===== src/rtl/systolic_pe.sv =====
// systolic_pe -- one processing element of a systolic multiply-accumulate array.
//
// Operands arriving from the west (x_i) and north (y_i) are multiplied and
// accumulated into a dot product, while the operands themselves are passed on
// to the east (x_o) and south (y_o) neighbours one cycle later. A beat tagged
// with last_i closes the dot product and moves the sum into a result register
// that a downstream consumer drains with a valid/ready handshake.
//
// Optional feature macro: PE_SAT_EN
//   defined   -> accumulation adds clamp to the ACC_W range and ovf_o flags any
//                result that clamped at least once
//   undefined -> adds wrap modulo 2^ACC_W and ovf_o is always 0
//
// Parameters:
//   DATA_W  operand width
//   ACC_W   accumulator / result width (must be >= 2*DATA_W)
//   SIGNED  0 = unsigned arithmetic, 1 = two's-complement arithmetic
//
// Ports:
//   clk        in   1       clock, rising-edge
//   rst        in   1       synchronous active-high reset
//   x_i        in   DATA_W  row operand
//   y_i        in   DATA_W  column operand
//   vld_i      in   1       x_i/y_i pair valid
//   last_i     in   1       final pair of the dot product (qualified by vld_i)
//   clr_i      in   1       abandon accumulation in progress, clear ovr_o
//   x_o        out  DATA_W  x_i delayed one cycle
//   y_o        out  DATA_W  y_i delayed one cycle
//   vld_o      out  1       vld_i delayed one cycle
//   last_o     out  1       last_i delayed one cycle
//   res_o      out  ACC_W   completed dot product
//   res_vld_o  out  1       res_o holds an unconsumed result
//   res_rdy_i  in   1       consumer takes res_o this cycle
//   ovf_o      out  1       res_o saturated
//   ovr_o      out  1       sticky: an unconsumed result was overwritten
module systolic_pe #(
  parameter int DATA_W = 8,
  parameter int ACC_W  = 2*DATA_W+4,
  parameter int SIGNED = 0
) (
  input  logic              clk,
  input  logic              rst,
  input  logic [DATA_W-1:0] x_i,
  input  logic [DATA_W-1:0] y_i,
  input  logic              vld_i,
  input  logic              last_i,
  input  logic              clr_i,
  output logic [DATA_W-1:0] x_o,
  output logic [DATA_W-1:0] y_o,
  output logic              vld_o,
  output logic              last_o,
  output logic [ACC_W-1:0]  res_o,
  output logic              res_vld_o,
  input  logic              res_rdy_i,
  output logic              ovf_o,
  output logic              ovr_o
);

  typedef enum logic {
    EMPTY = 1'b0,
    ACCUM = 1'b1
  } state_t;

  state_t              r_state;
  state_t              w_stateNext;
  logic [ACC_W-1:0]    r_acc;
  logic [ACC_W-1:0]    w_accNext;
  logic                r_accOvf;
  logic                w_accOvfNext;

  logic [DATA_W-1:0]   r_x;
  logic [DATA_W-1:0]   r_y;
  logic                r_vld;
  logic                r_last;

  logic [ACC_W-1:0]    r_res;
  logic                r_resVld;
  logic                r_ovf;
  logic                r_ovr;

  logic signed [2*DATA_W-1:0] w_prodS;
  logic [2*DATA_W-1:0]        w_prodU;
  logic [2*DATA_W-1:0]        w_prodFull;
  logic [ACC_W-1:0]           w_prodExt;
  logic [ACC_W-1:0]           w_addSum;
  logic                       w_addOvf;

  logic                w_fromEmpty;
  logic [ACC_W-1:0]    w_beatSum;
  logic                w_beatOvf;
  logic                w_load;

  // Full-width product; the signed form is only selected when SIGNED is set.
  // Widening to ACC_W sign-extends or zero-extends to match the arithmetic.
  assign w_prodS    = $signed(x_i) * $signed(y_i);
  assign w_prodU    = x_i * y_i;
  assign w_prodFull = (SIGNED != 0) ? w_prodS : w_prodU;
  assign w_prodExt  = (SIGNED != 0) ? ACC_W'($signed(w_prodFull))
                                    : ACC_W'(w_prodFull);

`ifdef PE_SAT_EN
  // One extra bit of headroom exposes the carry (unsigned) or the sign
  // disagreement (signed) that marks an out-of-range sum.
  logic               w_accTop;
  logic               w_prodTop;
  logic [ACC_W:0]     w_addWide;
  logic [ACC_W-1:0]   w_maxVal;
  logic [ACC_W-1:0]   w_minVal;

  assign w_accTop  = (SIGNED != 0) ? r_acc[ACC_W-1] : 1'b0;
  assign w_prodTop = (SIGNED != 0) ? w_prodExt[ACC_W-1] : 1'b0;
  assign w_addWide = {w_accTop, r_acc} + {w_prodTop, w_prodExt};
  assign w_maxVal  = (SIGNED != 0) ? {1'b0, {(ACC_W-1){1'b1}}} : {ACC_W{1'b1}};
  assign w_minVal  = (SIGNED != 0) ? {1'b1, {(ACC_W-1){1'b0}}} : {ACC_W{1'b0}};
  assign w_addOvf  = (SIGNED != 0) ? (w_addWide[ACC_W] != w_addWide[ACC_W-1])
                                   : w_addWide[ACC_W];
  // A signed overflow with a negative wide sum went below the minimum.
  assign w_addSum  = !w_addOvf ? w_addWide[ACC_W-1:0]
                   : ((SIGNED != 0) && w_addWide[ACC_W]) ? w_minVal
                   : w_maxVal;
`else
  assign w_addOvf  = 1'b0;
  assign w_addSum  = r_acc + w_prodExt;
`endif

  // Next-state logic for the accumulator. clr_i makes the current beat look
  // like the first beat of a fresh dot product, so the old partial sum and its
  // overflow history are simply ignored rather than cleared first.
  always_comb begin
    w_stateNext  = r_state;
    w_accNext    = r_acc;
    w_accOvfNext = r_accOvf;
    w_load       = 1'b0;
    w_fromEmpty  = clr_i || (r_state == EMPTY);
    w_beatSum    = w_fromEmpty ? w_prodExt : w_addSum;
    w_beatOvf    = w_fromEmpty ? 1'b0 : (r_accOvf | w_addOvf);
    if (clr_i) begin
      w_stateNext  = EMPTY;
      w_accNext    = '0;
      w_accOvfNext = 1'b0;
    end
    if (vld_i) begin
      if (last_i) begin
        w_load       = 1'b1;
        w_stateNext  = EMPTY;
        w_accNext    = '0;
        w_accOvfNext = 1'b0;
      end else begin
        w_stateNext  = ACCUM;
        w_accNext    = w_beatSum;
        w_accOvfNext = w_beatOvf;
      end
    end
  end

  // Accumulator and FSM state register.
  always_ff @(posedge clk) begin
    if (rst) begin
      r_state  <= EMPTY;
      r_acc    <= '0;
      r_accOvf <= 1'b0;
    end else begin
      r_state  <= w_stateNext;
      r_acc    <= w_accNext;
      r_accOvf <= w_accOvfNext;
    end
  end

  // Neighbour pass-through: a plain one-cycle delay that never stalls.
  always_ff @(posedge clk) begin
    if (rst) begin
      r_x    <= '0;
      r_y    <= '0;
      r_vld  <= 1'b0;
      r_last <= 1'b0;
    end else begin
      r_x    <= x_i;
      r_y    <= y_i;
      r_vld  <= vld_i;
      r_last <= last_i;
    end
  end

  // Result register with handshake. A new result always wins: if the old one
  // is being consumed the same cycle it is a clean hand-over, otherwise the old
  // one is lost and ovr_o latches. An overrun in the same cycle as clr_i still
  // sets ovr_o, since it happened after the clear took effect.
  always_ff @(posedge clk) begin
    if (rst) begin
      r_res    <= '0;
      r_resVld <= 1'b0;
      r_ovf    <= 1'b0;
      r_ovr    <= 1'b0;
    end else begin
      if (clr_i) begin
        r_ovr <= 1'b0;
      end
      if (w_load) begin
        r_res    <= w_beatSum;
        r_resVld <= 1'b1;
        r_ovf    <= w_beatOvf;
        if (r_resVld && !res_rdy_i) begin
          r_ovr <= 1'b1;
        end
      end else if (r_resVld && res_rdy_i) begin
        r_resVld <= 1'b0;
      end
    end
  end

  assign x_o       = r_x;
  assign y_o       = r_y;
  assign vld_o     = r_vld;
  assign last_o    = r_last;
  assign res_o     = r_res;
  assign res_vld_o = r_resVld;
  assign ovf_o     = r_ovf;
  assign ovr_o     = r_ovr;

endmodule


===== config.mk =====
export PLATFORM = sky130hd
export DESIGN_NAME = systolic_pe
export DESIGN_NICKNAME = d
export VERILOG_FILES = /design/src/rtl/systolic_pe.sv
export SDC_FILE = /design/constraint.sdc
export NUM_CORES = 1
export LEC_CHECK = 0
export CORE_UTILIZATION = 43
export CTS_CLUSTER_DIAMETER = 50
export CTS_CLUSTER_SIZE = 28
export DETAILED_ROUTE_END_ITERATION = 8
export HOLD_SLACK_MARGIN = 0.08
export PLACE_DENSITY = 0.7
export SYNTH_ARGS = -nofsm -noshare
export SYNTH_HDL_FRONTEND = slang
export SYNTH_SLANG_ARGS = --single-unit

===== constraint.sdc =====
create_clock -name clk -period 10.3 [get_ports clk]
set_input_delay 1.03 -clock clk [delete_from_list [all_inputs] [get_ports clk]]
set_output_delay 1.03 -clock clk [all_outputs]
set_load 0.05 [all_outputs]

==> impl_metrics.sql <==
INSERT INTO impl_metrics (metric_group, metric, value, unit) VALUES
('power', 'p_int', '0.8023', 'mW'),
('worst_setup_path', 'required', '10.53', 'ns'),
('global_routing', 'maximum_number_of_pins_on_one_net_before_global_route_repair', '53', ''),
('worst_setup_path', 'timing.critical_path.slowest_stage_cell', 'clkdlybuf4s50_1', ''),
('worst_setup_path', 'critical_path_cell_count', '21', ''),
('finish', 'layout.core_utilization', '53.19', '%'),
('clocking', 'cts.reportedPaths.clkPinSlew', '0.05', 'ns'),
('power', 'power_per_cell_area', '230.7', 'nW/um^2'),
('routing', 'viasPerCell', '5.546', ''),
('global_routing', 'grt_pass1_vias', '4659', ''),
('timing', 'timing.final.crit_share', '70.69', '%'),
('outcome', 'run_status', 'complete, no violations', ''),
('worst_setup_path', 'cp-start-kind', 'primary input', ''),
('timing', 'max_freq', '137.3', 'MHz'),
('worst_setup_path', 'critPathTopFamily', 'adder cells', ''),
('global_routing', 'gr-usage-all-layers', '22.63', '%'),
('routing', 'avgRoutedWirePerCell', '16.03', 'um'),
('synthesis', 'syn-num-nets', '747', ''),
('routing', 'vias', '4781', ''),
('worst_setup_path', 'number_of_cells_traversed_by_the_worst_register_to_register_path', '9', ''),
('finish', 'num-nets-final', '804', ''),
('routing', 'routed_wirelength', '13.82', 'mm'),
('floorplan', 'fp.dieW', '114.7', 'um'),
('synthesis', 'synth.ff_latch_count', '63', ''),
('timing', 'period_needed', '7.281', 'ns'),
('finish', 'final_layout_size_suffix_gt1_share', '3.890', '%'),
('floorplan', 'io_pins', '63', ''),
('finish', 'post-route-cell-area', '6495', 'sq um'),
('clocking', 'clock_tree.htree_level_count', '3', ''),
('synthesis', 'synth.avg_cell_area', '8.607', 'sq um'),
('routing', 'ant_nets', '0', ''),
('power', 'power.leakage', '2.851', 'nW'),
('clocking', 'post_cts_resize_count', '0', ''),
('timing', 'worst_pin_slew', '1.030', 'ns'),
('clocking', 'post_cts_hold_buffer_count', '0', ''),
('worst_setup_path', 'path_max_fanout', '12', ''),
('synthesis', 'number_of_different_library_cells_in_the_post_synthesis_netlist', '73', ''),
('timing', 'finalSetupTns', '0', 'ns'),
('run', 'max_cap_viol_count', '0', ''),
('timing', 'slew_violations', '0', ''),
('clocking', 'cts_num_sinks', '63', ''),
('synthesis', 'synth-async-reset-ratio', '0', '%'),
('power', 'switching_share', '46.45', '%'),
('finish', 'syn2layout_area_growth', '18.84', '%'),
('power', 'comb_power_share', '61.2', '%'),
('synthesis', 'yosys_most_used_dff', 'dfxtp_1', ''),
('global_routing', 'grt_antenna_before_repair', '0', ''),
('clocking', 'insertion_delay', '0.34', 'ns'),
('synthesis', 'syn-instance-count', '635', ''),
('worst_setup_path', 'arrival', '7.51', 'ns'),
('floorplan', 'initial_utilization', '44.75', '%'),
('finish', 'antenna_cells_inserted', '0', ''),
('clocking', 'cts.repair_timing.setup_buffer_count', '0', ''),
('floorplan', 'dieHeight', '114.7', 'um'),
('timing', 'unrepaired_setup_endpoints_after_global_routing', 'false', ''),
('synthesis', 'synth_edf_count', '0', ''),
('floorplan', 'core_footprint', '12210', 'sq um'),
('timing', 'slew_headroom', '30.93', '%'),
('timing', 'timing.final.hold_violations', '0', ''),
('clocking', 'clk_root_buffer_cell', 'clkbuf_16', ''),
('worst_setup_path', 'crit_chain', 'clkdlybuf4s50_1 > nand2_1 > fa_1 > fa_1 > inv_1 > fa_1 > inv_1 > fa_1 > inv_1 > ha_1 > a21o_1 > a221oi_2 > o21ai_0 > xor2_1 > ha_1 > a21o_1 > a21o_1 > a21o_1 > o41ai_2 > xor2_1 > o21ai_1', ''),
('worst_setup_path', 'timing.setup.critical_path_class', 'primary input to flip-flop', ''),
('global_routing', 'grt_first_pass_wirelength', '22.84', 'mm'),
('floorplan', 'placementRows', '40', ''),
('routing', 'drt-pass1-iter-count', '5', ''),
('clocking', 'cts_max_path_buffers', '2', ''),
('clocking', 'cts_tree', 'yes', ''),
('place', 'place_area', '6208', 'sq um'),
('worst_setup_path', 'worst-path-buf-inv', '4', ''),
('timing', 'finalSetupViolCount', '0', ''),
('place', 'place.detailed.hpwl', '10.60', 'mm');
final timing paths:
path                            startpoint   endpoint  slack [ns]
worst max-delay path                y_i[7]  res_o[16]        3.02
worst max register to register    r_acc[0]  r_acc[18]        7.61
worst min-delay path              res_o[1]   res_o[1]        0.45
worst min register to register    res_o[1]   res_o[1]        0.45
worst min-delay path, cell delays in order, from the launching register on:
cell,delay [ns]
dfxtp_1,0.30
nand2_1,0.05
a21oi_1,0.05
cells in the final DEF (no fill, tap or decap), drive strengths merged, types with 9 or more instances in the layout:
cell / n
a211oi: 9
a21o: 14
a21oi: 37
and2: 58
clkbuf: 12
clkdlybuf4s50: 61
dfxtp: 63
fa: 37
ha: 53
inv: 65
nand2: 52
nand3: 13
nor2: 34
nor2b: 22
nor3: 11
o21ai: 28
xnor2: 10
per-layer routing:
layer / GRT usage (%) / wire, um / vias to the layer above
met5: 0 / 0 / -
met4: 11.77 / 393 / 0
met3: 4.428 / 861 / 26
met2: 35.23 / 6300 / 159
met1: 29.89 / 6266 / 2287
li1: - / - / 2309
logic make-up (layout without fill, tap and decap cells):
group                    count (synthesis)  count (layout)  synth area share, %
flip-flops                              63              63                23.08
buffers and inverters                   85             144                6.616
multiplexers                             4               4               0.7326
adder cells (fa/ha/maj)                 90              90                25.69
XOR/XNOR                                17              17                2.724
AND/OR/NAND/NOR                        231             231                22.57
AO/OA/AOI/OAI                          145             145                18.59
stage by stage:
step / worst slack (ns) / std cells / hold WS, ns
after floorplan: 3.869 / 635 / 0.4315
after global placement: 2.770 / 849 / 0.4421
after detailed placement: 2.738 / 849 / 0.4465
after CTS: 3.051 / 862 / 0.4545
after global routing: 2.656 / 862 / 0.4752
final: 3.019 / 862 / 0.4502
synthesized netlist by cell type, drive strengths merged (6+ instances only):
cell type   n  share of area (%)
xnor2      10                1.6
o211ai      6               0.82
a211oi      9                1.2
nand4       8               0.92
a21oi      37                3.5
nor2       34                2.3
or3         8               0.92
nor3       11                1.1
clkbuf     14                1.2
nand2      52                3.6
dfxtp      63                 23
o21ai      28                2.6
ha         53                 12
inv        65                4.5
and2       58                6.6
a21o       14                1.9
nand3      13                1.2
fa         37                 14
nor2b      22                2.5
xor2        7                1.1
cell type report:
class                      count  area [sq um]  area share (%)
tap                          168         210.2           3.236
inverter                      65         244.0           3.757
sequential                    63          1261           19.42
multi-input combinational    487          3847           59.24
clock buffer                  12         256.5           3.949
clock inverter                 1         30.03          0.4623
timing repair buffer          66         645.6           9.940
registers in the layout, indices dropped and copies added (netlist names), 8 cells and up:
signal  count
r_acc      20
x_o         8
res_o      20
y_o         8
power groups by stage:
| stage | registers, mW | clock network (mW) | logic, mW |
|---|---|---|---|
| floorplan | 0.324 | 0 | 0.678 |
| global placement | 0.282 | 0 | 0.893 |
| detailed placement | 0.283 | 0 | 0.904 |
| CTS | 0.278 | 0.309 | 0.911 |
| global route | 0.280 | 0.321 | 1.01 |
| finish | 0.278 | 0.304 | 0.916 |
Power figures use the tool's default switching activity.
